File: src/rtl/cpu_axi_arbiter_if.sv
// rtl/cpu_axi_arbiter_if.sv - single-beat AXI3 master channel bundle between arbiter and crossbar
interface cpu_axi_arbiter_if;
    logic [3:0]  arid;
    logic [31:0] araddr;
    logic [2:0]  arsize;
    logic        arvalid;
    logic        arready;
    logic [3:0]  rid;
    logic [31:0] rdata;
    logic        rvalid;
    logic        rready;
    logic [3:0]  awid;
    logic [31:0] awaddr;
    logic [2:0]  awsize;
    logic        awvalid;
    logic        awready;
    logic [31:0] wdata;
    logic [3:0]  wstrb;
    logic        wvalid;
    logic        wready;
    logic        bvalid;
    logic        bready;

    modport master (
        output arid, araddr, arsize, arvalid, rready,
        output awid, awaddr, awsize, awvalid, wdata, wstrb, wvalid, bready,
        input  arready, rid, rdata, rvalid, awready, wready, bvalid
    );

    modport slave (
        input  arid, araddr, arsize, arvalid, rready,
        input  awid, awaddr, awsize, awvalid, wdata, wstrb, wvalid, bready,
        output arready, rid, rdata, rvalid, awready, wready, bvalid
    );
endinterface

File: src/rtl/cpu_axi_arbiter.sv
// rtl/cpu_axi_arbiter.sv - shares one AXI3 master between CPU fetch and data ports (ARB_RR_EN selects round-robin grant)
module cpu_axi_arbiter #(
    parameter logic [3:0] INST_ID = 4'd0,
    parameter logic [3:0] DATA_ID = 4'd1
) (
    input  logic        clk,
    input  logic        rst,
    input  logic        adv,
    input  logic        inst_req,
    input  logic [31:0] inst_addr,
    output logic [31:0] inst_rdata,
    output logic        inst_stall,
    input  logic        data_req,
    input  logic        data_wr,
    input  logic [1:0]  data_size,
    input  logic [31:0] data_addr,
    input  logic [31:0] data_wdata,
    input  logic [3:0]  data_wstrb,
    output logic [31:0] data_rdata,
    output logic        data_stall,
    cpu_axi_arbiter_if.master axi
);

    typedef enum logic [2:0] {IDLE, AR, R, W, B} state_t;

    state_t      state, nextState;
    logic        instDone, dataDone;
    logic        grantData;
    logic        awDone, wDone;
    logic [31:0] curAddr, curWdata;
    logic [2:0]  curSize;
    logic [3:0]  curStrb;
    logic        instCand, dataCand, pickInst, pickData;
    logic        instFin, dataFin;
    logic        arvalidC, rreadyC, awvalidC, wvalidC, breadyC;
`ifdef ARB_RR_EN
    logic        lastGrantData;
`endif

    // a completed port stays quiet until the pipeline advances
    assign inst_stall = inst_req & ~instDone;
    assign data_stall = data_req & ~dataDone;

    // pick the next requester among ports that still need service
    always_comb begin
        instCand = inst_req & ~instDone;
        dataCand = data_req & ~dataDone;
`ifdef ARB_RR_EN
        pickData = dataCand & (~instCand | ~lastGrantData);
`else
        pickData = dataCand;
`endif
        pickInst = instCand & ~pickData;
    end

    // next-state and channel handshake outputs
    always_comb begin
        nextState = state;
        arvalidC  = 1'b0;
        rreadyC   = 1'b0;
        awvalidC  = 1'b0;
        wvalidC   = 1'b0;
        breadyC   = 1'b0;
        instFin   = 1'b0;
        dataFin   = 1'b0;
        case (state)
            IDLE: begin
                if (pickData && data_wr) nextState = W;
                else if (pickData || pickInst) nextState = AR;
            end
            AR: begin
                arvalidC = 1'b1;
                if (axi.arready) nextState = R;
            end
            R: begin
                rreadyC = 1'b1;
                if (axi.rvalid) begin
                    nextState = IDLE;
                    instFin   = ~grantData;
                    dataFin   = grantData;
                end
            end
            W: begin
                awvalidC = ~awDone;
                wvalidC  = ~wDone;
                if ((awDone | axi.awready) && (wDone | axi.wready)) nextState = B;
            end
            B: begin
                breadyC = 1'b1;
                if (axi.bvalid) begin
                    nextState = IDLE;
                    dataFin   = 1'b1;
                end
            end
            default: nextState = IDLE;
        endcase
    end

    // state register
    always_ff @(posedge clk) begin
        if (rst) state <= IDLE;
        else     state <= nextState;
    end

    // request latch, write-channel progress, read data capture and done flags
    always_ff @(posedge clk) begin
        if (rst) begin
            instDone   <= 1'b0;
            dataDone   <= 1'b0;
            grantData  <= 1'b0;
            awDone     <= 1'b0;
            wDone      <= 1'b0;
            curAddr    <= '0;
            curWdata   <= '0;
            curSize    <= '0;
            curStrb    <= '0;
            inst_rdata <= '0;
            data_rdata <= '0;
`ifdef ARB_RR_EN
            lastGrantData <= 1'b1;
`endif
        end else begin
            // a completion coinciding with adv means its requester already left: drop it
            instDone <= (instDone | instFin) & ~adv;
            dataDone <= (dataDone | dataFin) & ~adv;
            if (state == IDLE && (pickInst || pickData)) begin
                grantData <= pickData;
                curAddr   <= pickData ? data_addr : inst_addr;
                curSize   <= pickData ? {1'b0, data_size} : 3'd2;
                curWdata  <= data_wdata;
                curStrb   <= data_wstrb;
                awDone    <= 1'b0;
                wDone     <= 1'b0;
`ifdef ARB_RR_EN
                lastGrantData <= pickData;
`endif
            end
            if (awvalidC && axi.awready) awDone <= 1'b1;
            if (wvalidC && axi.wready)   wDone  <= 1'b1;
            if (state == R && axi.rvalid) begin
                if (grantData) data_rdata <= axi.rdata;
                else           inst_rdata <= axi.rdata;
            end
        end
    end

    assign axi.arid    = grantData ? DATA_ID : INST_ID;
    assign axi.araddr  = curAddr;
    assign axi.arsize  = curSize;
    assign axi.arvalid = arvalidC;
    assign axi.rready  = rreadyC;
    assign axi.awid    = DATA_ID;
    assign axi.awaddr  = curAddr;
    assign axi.awsize  = curSize;
    assign axi.awvalid = awvalidC;
    assign axi.wdata   = curWdata;
    assign axi.wstrb   = curStrb;
    assign axi.wvalid  = wvalidC;
    assign axi.bready  = breadyC;

endmodule

File: src/flat_wrapper.sv
// flat-port wrapper written by rule: the top's interface ports become plain ports
module cpu_axi_arbiter_flat 
#(
    parameter logic [3:0] INST_ID = 4'd0,
    parameter logic [3:0] DATA_ID = 4'd1
)
  (clk, rst, adv, inst_req, inst_addr, inst_rdata, inst_stall, data_req, data_wr, data_size, data_addr, data_wdata, data_wstrb, data_rdata, data_stall, axi_arid, axi_araddr, axi_arsize, axi_arvalid, axi_rready, axi_awid, axi_awaddr, axi_awsize, axi_awvalid, axi_wdata, axi_wstrb, axi_wvalid, axi_bready, axi_arready, axi_rid, axi_rdata, axi_rvalid, axi_awready, axi_wready, axi_bvalid);
  cpu_axi_arbiter_if axi_i ();
  input  logic clk;
  input  logic rst;
  input  logic adv;
  input  logic inst_req;
  input  logic [31:0] inst_addr;
  output logic [31:0] inst_rdata;
  output logic inst_stall;
  input  logic data_req;
  input  logic data_wr;
  input  logic [1:0] data_size;
  input  logic [31:0] data_addr;
  input  logic [31:0] data_wdata;
  input  logic [3:0] data_wstrb;
  output logic [31:0] data_rdata;
  output logic data_stall;
  output wire logic [$bits(axi_i.arid)-1:0] axi_arid;
  output wire logic [$bits(axi_i.araddr)-1:0] axi_araddr;
  output wire logic [$bits(axi_i.arsize)-1:0] axi_arsize;
  output wire logic [$bits(axi_i.arvalid)-1:0] axi_arvalid;
  output wire logic [$bits(axi_i.rready)-1:0] axi_rready;
  output wire logic [$bits(axi_i.awid)-1:0] axi_awid;
  output wire logic [$bits(axi_i.awaddr)-1:0] axi_awaddr;
  output wire logic [$bits(axi_i.awsize)-1:0] axi_awsize;
  output wire logic [$bits(axi_i.awvalid)-1:0] axi_awvalid;
  output wire logic [$bits(axi_i.wdata)-1:0] axi_wdata;
  output wire logic [$bits(axi_i.wstrb)-1:0] axi_wstrb;
  output wire logic [$bits(axi_i.wvalid)-1:0] axi_wvalid;
  output wire logic [$bits(axi_i.bready)-1:0] axi_bready;
  input wire logic [$bits(axi_i.arready)-1:0] axi_arready;
  input wire logic [$bits(axi_i.rid)-1:0] axi_rid;
  input wire logic [$bits(axi_i.rdata)-1:0] axi_rdata;
  input wire logic [$bits(axi_i.rvalid)-1:0] axi_rvalid;
  input wire logic [$bits(axi_i.awready)-1:0] axi_awready;
  input wire logic [$bits(axi_i.wready)-1:0] axi_wready;
  input wire logic [$bits(axi_i.bvalid)-1:0] axi_bvalid;
  assign axi_arid = axi_i.arid;
  assign axi_araddr = axi_i.araddr;
  assign axi_arsize = axi_i.arsize;
  assign axi_arvalid = axi_i.arvalid;
  assign axi_rready = axi_i.rready;
  assign axi_awid = axi_i.awid;
  assign axi_awaddr = axi_i.awaddr;
  assign axi_awsize = axi_i.awsize;
  assign axi_awvalid = axi_i.awvalid;
  assign axi_wdata = axi_i.wdata;
  assign axi_wstrb = axi_i.wstrb;
  assign axi_wvalid = axi_i.wvalid;
  assign axi_bready = axi_i.bready;
  assign axi_i.arready = axi_arready;
  assign axi_i.rid = axi_rid;
  assign axi_i.rdata = axi_rdata;
  assign axi_i.rvalid = axi_rvalid;
  assign axi_i.awready = axi_awready;
  assign axi_i.wready = axi_wready;
  assign axi_i.bvalid = axi_bvalid;
  cpu_axi_arbiter #(.INST_ID(INST_ID), .DATA_ID(DATA_ID)) u_core (.clk(clk), .rst(rst), .adv(adv), .inst_req(inst_req), .inst_addr(inst_addr), .inst_rdata(inst_rdata), .inst_stall(inst_stall), .data_req(data_req), .data_wr(data_wr), .data_size(data_size), .data_addr(data_addr), .data_wdata(data_wdata), .data_wstrb(data_wstrb), .data_rdata(data_rdata), .data_stall(data_stall), .axi(axi_i));
endmodule
File: config.mk
export PLATFORM = sky130hd
export DESIGN_NAME = cpu_axi_arbiter_flat
export DESIGN_NICKNAME = d
export VERILOG_FILES = /design/src/rtl/cpu_axi_arbiter_if.sv /design/src/rtl/cpu_axi_arbiter.sv /design/src/flat_wrapper.sv
export SDC_FILE = /design/constraint.sdc
export NUM_CORES = 1
export LEC_CHECK = 0
export BUFFER_PORTS_ARGS = -buffer_cell sky130_fd_sc_hd__buf_2
export CAP_MARGIN = 15
export CORE_AREA = 2 2 131 133
export CTS_BUF_LIST = sky130_fd_sc_hd__clkbuf_2
export DETAILED_ROUTE_END_ITERATION = 7
export DIE_AREA = 0 0 133 135
export PLACE_DENSITY = 0.66
export SETUP_SLACK_MARGIN = 0.5
export SYNTH_ARGS = -nofsm -noshare
export SYNTH_HDL_FRONTEND = slang
export SYNTH_SLANG_ARGS = --single-unit
File: constraint.sdc
create_clock -name clk -period 2.3 [get_ports clk]
set_clock_uncertainty 0.2 [all_clocks]
set_input_delay 0.46 -clock clk [delete_from_list [all_inputs] [get_ports clk]]
set_output_delay 0.46 -clock clk [all_outputs]
set_load 0.02 [all_outputs]
==> metrics.txt, run 1 <==
run status complete, but fails checks; failing checks negative setup slack; worst min path class input pin to flop; total grt overflow 0; post-synthesis mux area share 0; RD Place Congestion 0.882; post-synthesis sequential area ratio 0.494; Power Density ~700 nW/µm²; Post-synth EDFFs 0; ys async rst share 0; critical path cell sequence buf_6, nand3b_1, nor2_2, buf_6; initial antenna violation count 2; Worst EP arrival 1.78 ns; hold path endpoint u_core.state[0]$_SDFFE_PP0P_; Slew Limit Fails 0; CTS tree built; measured slew at the worst slew-check pin 0.512 ns; total power draw 7.75 mW; DR pass1 iterations 4; Synth Register Bits 142; Reg2Reg Setup Slack 0.20 ns; Nets 1,314; worst-case reg-to-reg path depth 7; Slowest-stage cell, CP dfxtp_2; Synth Area in Adders 0; TritonCTS Buffers 17; Mapped Cells 721; buffers added on ports 320; Routed Antenna Nets 0; most used cell, CP buf_6; worst IR drop on VDD roughly 420 µV; critical hold path startpoint axi_arready; largest cells by area after synthesis dfxtp_1 49%, nand2_1 17%, a21oi_1 9.0%, buf_4 6.0%, a311oi_2 5.2%; Worst setup EP type primary output; setup ws final -0.139 ns; Final setup violation count 5; Clock Tree Buf Depth 2; Final Core Density 0.668; starting density of the core 0.351; Ys Warns 0; capture point of the worst reg-to-reg path u_core.axi.araddr[22]$_SDFFE_PP0P_; ys flop type dfxtp_1; synthesized area between 5000 and 6000 µm²; Max stage delay on crit path between 0.3 and 0.4 ns; Hold Fails Final Rpt 0; first-pass GRT wire length approximately 34,000 µm; Area growth, synth to finish 90.5%; RSZ-0062 raised after global routing yes; root buf cell clkbuf_2; Worst path top cell family by delay simple AND/OR/NAND/NOR gates; worst rel slew slack 0.659; later-pin clock latency in the skew report 0.72 ns; Clock Sinks 142; largest family of logic cells by synthesized area simple AND/OR/NAND/NOR gates; Non-Filler Instances 1,397; Synth Area in Compound Gates 0.177; Die Ht 135 µm; Tcrit/Tclk final 1.06; Total GRT Usage 0.243; Tmin final 2.44 ns; WL/cell between 15 and 20 µm; Required @ worst endpoint 1.64 ns; achievable frequency just over 0.4 GHz; CTS HTree Levels 4; pre-CTS setup slack around 0.35 ns; distinct cell type count after synthesis 36; Detail Placement HPWL 12,200 µm; crit path launch type flop; DR iter-0 viols 346; Lkg Pwr 4.76 nW; WHS Path Cells 4; Core Area around 16,000 µm²; Max Cap Viol 0; Die X 133 µm; top cell type's share of synthesized area 0.494; # DRC 0; Buf+Inv Stages, Crit Path 2; IO Count 334; Routed Wire Length 23,900 µm; Synth Area in Simple Gates 0.224; Vias between 6,000 and 7,000; share of layout cells above drive strength 1 0.506; largest net degree at the start of global routing 63; vias in the first global route 6,872; # rows 47; commonest non-fill, non-tap cell in the layout nand2_1; Worst Path Class, Setup flop to primary output; Vias/cell 4.91; average size of a mapped cell 7.98 µm²; CTS clk-pin slew, worst paths 0.20 ns; Placed Cells between 1,000 and 1,500; Post-Synth XOR/XNOR Area 0; commonest non-fill, non-tap cells in the layout 261 x nand2_1, 180 x buf_6, 143 x buf_2, 140 x dlygate4sd3_1, 119 x dfxtp_2; die footprint approximately 18,000 µm²; RR Startpoint u_core.state[1]$_SDFFE_PP0P_; crit-path max FO 4; area leader, netlist dfxtp_1
## flip-flops by register name, indices dropped and copies added (netlist names)
signal	flops
u_core.instDone	1
u_core.state	3
u_core.axi.araddr	32
u_core.axi.wstrb	4
u_core.axi.arsize	2
u_core.data_rdata	32
u_core.inst_rdata	32
u_core.grantData	1
u_core.dataDone	1
u_core.axi.wdata	32
u_core.wDone	1
u_core.awDone	1
## cells in the mapped netlist, types with 3 or more instances
library cell / count
nand2_1: 267
dfxtp_1: 142
a21oi_1: 103
buf_4: 46
nor2_1: 41
clkbuf_1: 31
a311oi_2: 20
buf_2: 18
a311oi_1: 13
buf_6: 3
nand2b_1: 3
nor3_1: 3
## logic make-up after synthesis
kind of cell           count (synthesis)
buffers and inverters                102
AND/OR/NAND/NOR                      327
flip-flops                           142
AO/OA/AOI/OAI                        148
other                                  2
## power by group
group / switching (mW) / internal (mW)
Clock: 0.927 / 0.712
Sequential: 0.255 / 2.78
Combinational: 1.51 / 1.58
## routing by layer
| layer | GRT usage | wire, µm | up-vias |
|---|---|---|---|
| li1 | - | - | 3221 |
| met1 | 0.259 | 9080 | 3255 |
| met4 | 0.137 | 922 | 0 |
| met2 | 0.435 | 12400 | 310 |
| met5 | 0 | 0 | - |
| met3 | 0.0657 | 1510 | 75 |
## area by class of cell
| class | instances | area, µm² |
|---|---|---|
| clock buffer | 19 | 95.1 |
| sequential | 142 | 3070 |
| clock inverter | 10 | 163 |
| multi-input combinational | 484 | 2490 |
| fill | 1177 | 5450 |
| tap | 220 | 275 |
| inverter | 3 | 18.8 |
| antenna | 2 | 5.00 |
| timing repair buffer | 517 | 4840 |
## repair_timing
item	CTS	global route
endpoints found under the setup margin	227	265
buffers inserted	12	20
pin swaps	1	21
endpoints found under the hold margin	140	0
gates resized for setup	510	55
hold buffers	140	0
cloned	4	7
## how the worst max path moves through the flow
stage | start | endpoint | slack (ns) | depth (start not counted)
3_3_place_gp | u_core.state[1]$_SDFFE_PP0P_ | u_core.axi.araddr[31]$_SDFFE_PP0P_ | 0.35 | 5
4_1_cts | u_core.state[2]$_SDFFE_PP0P_ | axi_wvalid | -0.19 | 4
3_5_place_dp | u_core.state[1]$_SDFFE_PP0P_ | u_core.axi.araddr[13]$_SDFFE_PP0P_ | 0.35 | 5
2_1_floorplan | u_core.state[2]$_SDFFE_PP0P_ | u_core.axi.araddr[13]$_SDFFE_PP0P_ | 0.51 | 6
6_report | u_core.state[2]$_SDFFE_PP0P_ | axi_awvalid | -0.14 | 4
5_1_grt | u_core.state[2]$_SDFFE_PP0P_ | axi_awvalid | -0.28 | 4
## per-stage QoR
step / instance area [µm²] / TNS (ns) / hold WS (ns)
4_1_cts: 10400 / -0.732 / 0.00985
6_report: 11000 / -0.331 / 0.0765
3_5_place_dp: 7250 / 0 / 0.243
3_3_place_gp: 7250 / 0 / 0.239
2_1_floorplan: 5790 / 0 / 0.263
5_1_grt: 11000 / -1.00 / 0.0552
## tightest hold or removal path, cell delays in order
cell and delay [ns]:
buf_2 0.07, nor3b_1 0.04, a311oi_2 0.30, o41ai_1 0.09
(Power assumes the default switching activity.)
==> run 2: changes to the inputs <==
--- a/config.mk
+++ b/config.mk
@@ -5,13 +5,13 @@
 export SDC_FILE = /design/constraint.sdc
 export NUM_CORES = 1
 export LEC_CHECK = 0
-export BUFFER_PORTS_ARGS = -buffer_cell sky130_fd_sc_hd__buf_2
 export CAP_MARGIN = 15
-export CORE_AREA = 2 2 131 133
+export CORE_AREA = 2 2 129 131
 export CTS_BUF_LIST = sky130_fd_sc_hd__clkbuf_2
 export DETAILED_ROUTE_END_ITERATION = 7
-export DIE_AREA = 0 0 133 135
-export PLACE_DENSITY = 0.66
+export DIE_AREA = 0 0 131 133
+export DONT_BUFFER_PORTS = 1
+export PLACE_DENSITY = 0.5
 export SETUP_SLACK_MARGIN = 0.5
 export SYNTH_ARGS = -nofsm -noshare
 export SYNTH_HDL_FRONTEND = slang
==> run 2 against run 1 <==
Against the previous run:
- the flow finishes with violations (negative hold slack, negative setup slack)
- utilization fell by 23 points
- via count fell by 30%
- critical path type unchanged
- design area fell by 36%
- largest power group is now sequential cells
- critical path depth did not move
- count of clock-buffer cells in the layout fell by 1
- first-iteration DRC count fell by 28%
- routed wire length fell by 28%
- flip-flop and latch count did not move
==> metrics.txt, run 2 (synthesized netlist as in run 1, its figures left out) <==
Worst setup EP type primary output; failing checks negative hold slack, negative setup slack; Tcrit/Tclk final 1.02 (-0.0394); Core Area 16,200 µm² (-1.4%); WHS Path Cells 1 (-3); Die Ht 133 µm (-1.5%); buffers added on ports 0 (-100%); Final Core Density 0.436 (-0.232); initial antenna violation count 1 (-1); hold path endpoint u_core.axi.araddr[21]$_SDFFE_PP0P_; total grt overflow 0 (unchanged); Clock Sinks 142 (unchanged); DR iter-0 viols 248 (-28%); Hold Fails Final Rpt 142 (+142); area of the multi-input gates 2570 µm² (+2.9%); Final Cell Area 7060 µm² (-36%); Pint 3.89 mW (-23%); CTS clk-pin slew, worst paths 0.21 ns (about the same); worst-case reg-to-reg path depth 7 (unchanged); commonest non-fill, non-tap cells in the layout 252 x nand2_1, 136 x dfxtp_4, 86 x a21oi_1, 40 x nor2_1, 20 x a311oi_2; RD Place Congestion 0.782 (-11%); placed cell area 5650 µm² (-22%); Lkg Pwr 2.53 nW (-47%); CTS tree built; crit-path max FO 3 (-1); Flop pwr share 0.558 (+0.167); Final setup violation count 2 (-3); Total GRT Usage 0.189 (-0.0543); Required @ worst endpoint 1.64 ns (about the same); commonest non-fill, non-tap cell in the layout nand2_1; Clock Tree Buf Depth 2 (unchanged); Area growth, synth to finish 22.6%; # rows 47 (unchanged); # DRC 0 (unchanged); WL/cell 18.6 µm (+8.9%); Reg2Reg Setup Slack 0.31 ns (+0.11 ns); Gate power share 0.191 (-0.206); worst rel slew slack 0.665 (+0.00642); first-pass GRT wire length 25,100 µm (-27%); P_sw 2.24 mW (-17%); Clock power frac 0.251 (+0.040); Routed Wire Length 17,100 µm (-28%); run status complete, but fails checks; RR Startpoint u_core.state[0]$_SDFFE_PP0P_; Die X 131 µm (-1.5%); total power draw 6.12 mW (-21%); worst min path class input pin to flop; Nets 835 (-36%); DR pass1 iterations 5 (+1); Vias 4,781 (-30%); TritonCTS Buffers 17 (unchanged); Detail Placement HPWL 10,900 µm (-11%); later-pin clock latency in the skew report 0.68 ns (-0.04 ns); Vias/cell 5.20 (+5.8%); vias in the first global route 4,687 (-32%); worst IR drop on VDD 362 µV (-13%); Worst EP arrival 1.69 ns (-0.09 ns); IO Count 334 (unchanged); Tmin final 2.35 ns (-0.0906 ns); capture point of the worst reg-to-reg path u_core.axi.araddr[27]$_SDFFE_PP0P_; Power Density 868 nW/µm² (+23%); starting density of the core 0.356 (+0.00510); crit path launch type flop; FF+latch area 3360 µm² (+9.4%); largest net degree at the start of global routing 146 (+130%); Routed Antenna Nets 0 (unchanged); CTS HTree Levels 4 (unchanged); measured slew at the worst slew-check pin 0.499 ns (-0.0135 ns); die footprint 17,400 µm² (-3.0%); share of layout cells above drive strength 1 0.389 (-0.117); setup ws final -0.0487 ns (+0.0906 ns); worst hold slack -0.389 ns (-0.466 ns); pre-CTS setup slack 0.328 ns (-0.0248 ns); critical hold path startpoint rst; Slew Limit Fails 0 (unchanged); Worst Path Class, Setup flop to primary output; Max Cap Viol 0 (unchanged); root buf cell clkbuf_2; CTS Hold Bufs 1 (-99%); switching portion of total power 0.365 (+0.0186); Fillers 1,615 (+37%); RSZ-0062 raised after global routing yes; achievable frequency 0.426 GHz (+3.9%)
run 2: worst max-delay path by stage:
stage,slack (ns),end,start
6_report,-0.05,axi_awvalid,u_core.state[2]$_SDFFE_PP0P_
5_1_grt,-0.23,axi_awvalid,u_core.state[2]$_SDFFE_PP0P_
4_1_cts,-0.18,axi_wvalid,u_core.state[2]$_SDFFE_PP0P_
3_5_place_dp,0.33,u_core.axi.wdata[18]$_SDFFE_PP0P_,inst_req
3_3_place_gp,0.36,u_core.axi.wdata[24]$_SDFFE_PP0P_,inst_req
2_1_floorplan,0.51,u_core.axi.araddr[13]$_SDFFE_PP0P_,u_core.state[2]$_SDFFE_PP0P_
run 2: critical path, cell delays in order, from the launching register on:
cell	delay (ns)
dfxtp_2	0.36
buf_6	0.11
nand3b_1	0.20
buf_4	0.17
nor2_4	0.18
run 2: layout make-up:
cell class / instances / area share
inverters: 3 / 0.00266
repair buffers: 38 / 0.0819
multi-input cells: 484 / 0.364
well taps: 220 / 0.0390
clock inverters: 14 / 0.0236
diodes: 1 / 0.000355
flip-flops and latches: 142 / 0.476
clock buffers: 18 / 0.0128
run 2: layer usage:
| layer | track usage | part of all wire |
|---|---|---|
| met1 | 0.196 | 0.38 |
| met2 | 0.326 | 0.50 |
| met3 | 0.0865 | 0.097 |
| met4 | 0.0757 | 0.023 |
| met5 | 0 | 0 |
run 2: per-stage QoR:
stage          TNS, ns  cells  hold WS, ns
2_1_floorplan        0    728        0.263
6_report       -0.0635    920       -0.389
4_1_cts         -0.544    915       -0.509
3_3_place_gp         0    864        0.271
5_1_grt         -0.791    920       -0.551
3_5_place_dp         0    864        0.279
run 2: power groups by stage:
stage | combinational [mW] | sequential, mW | clock [mW]
after floorplan | 1.12 | 3.19 | 0
after global placement | 0.879 | 3.44 | 0
after detailed placement | 0.914 | 3.44 | 0
after CTS | 1.15 | 3.42 | 1.62
after global routing | 1.29 | 3.46 | 1.74
final | 1.17 | 3.41 | 1.54
run 2: timing repair:
action | CTS | global route
gates resized for setup | 327 | 33
hold endpoints to repair | 142 | 142
setup buffers | 12 | 4
pin swaps | 17 | 28
setup endpoints to repair | 302 | 317
gates cloned | 6 | 0
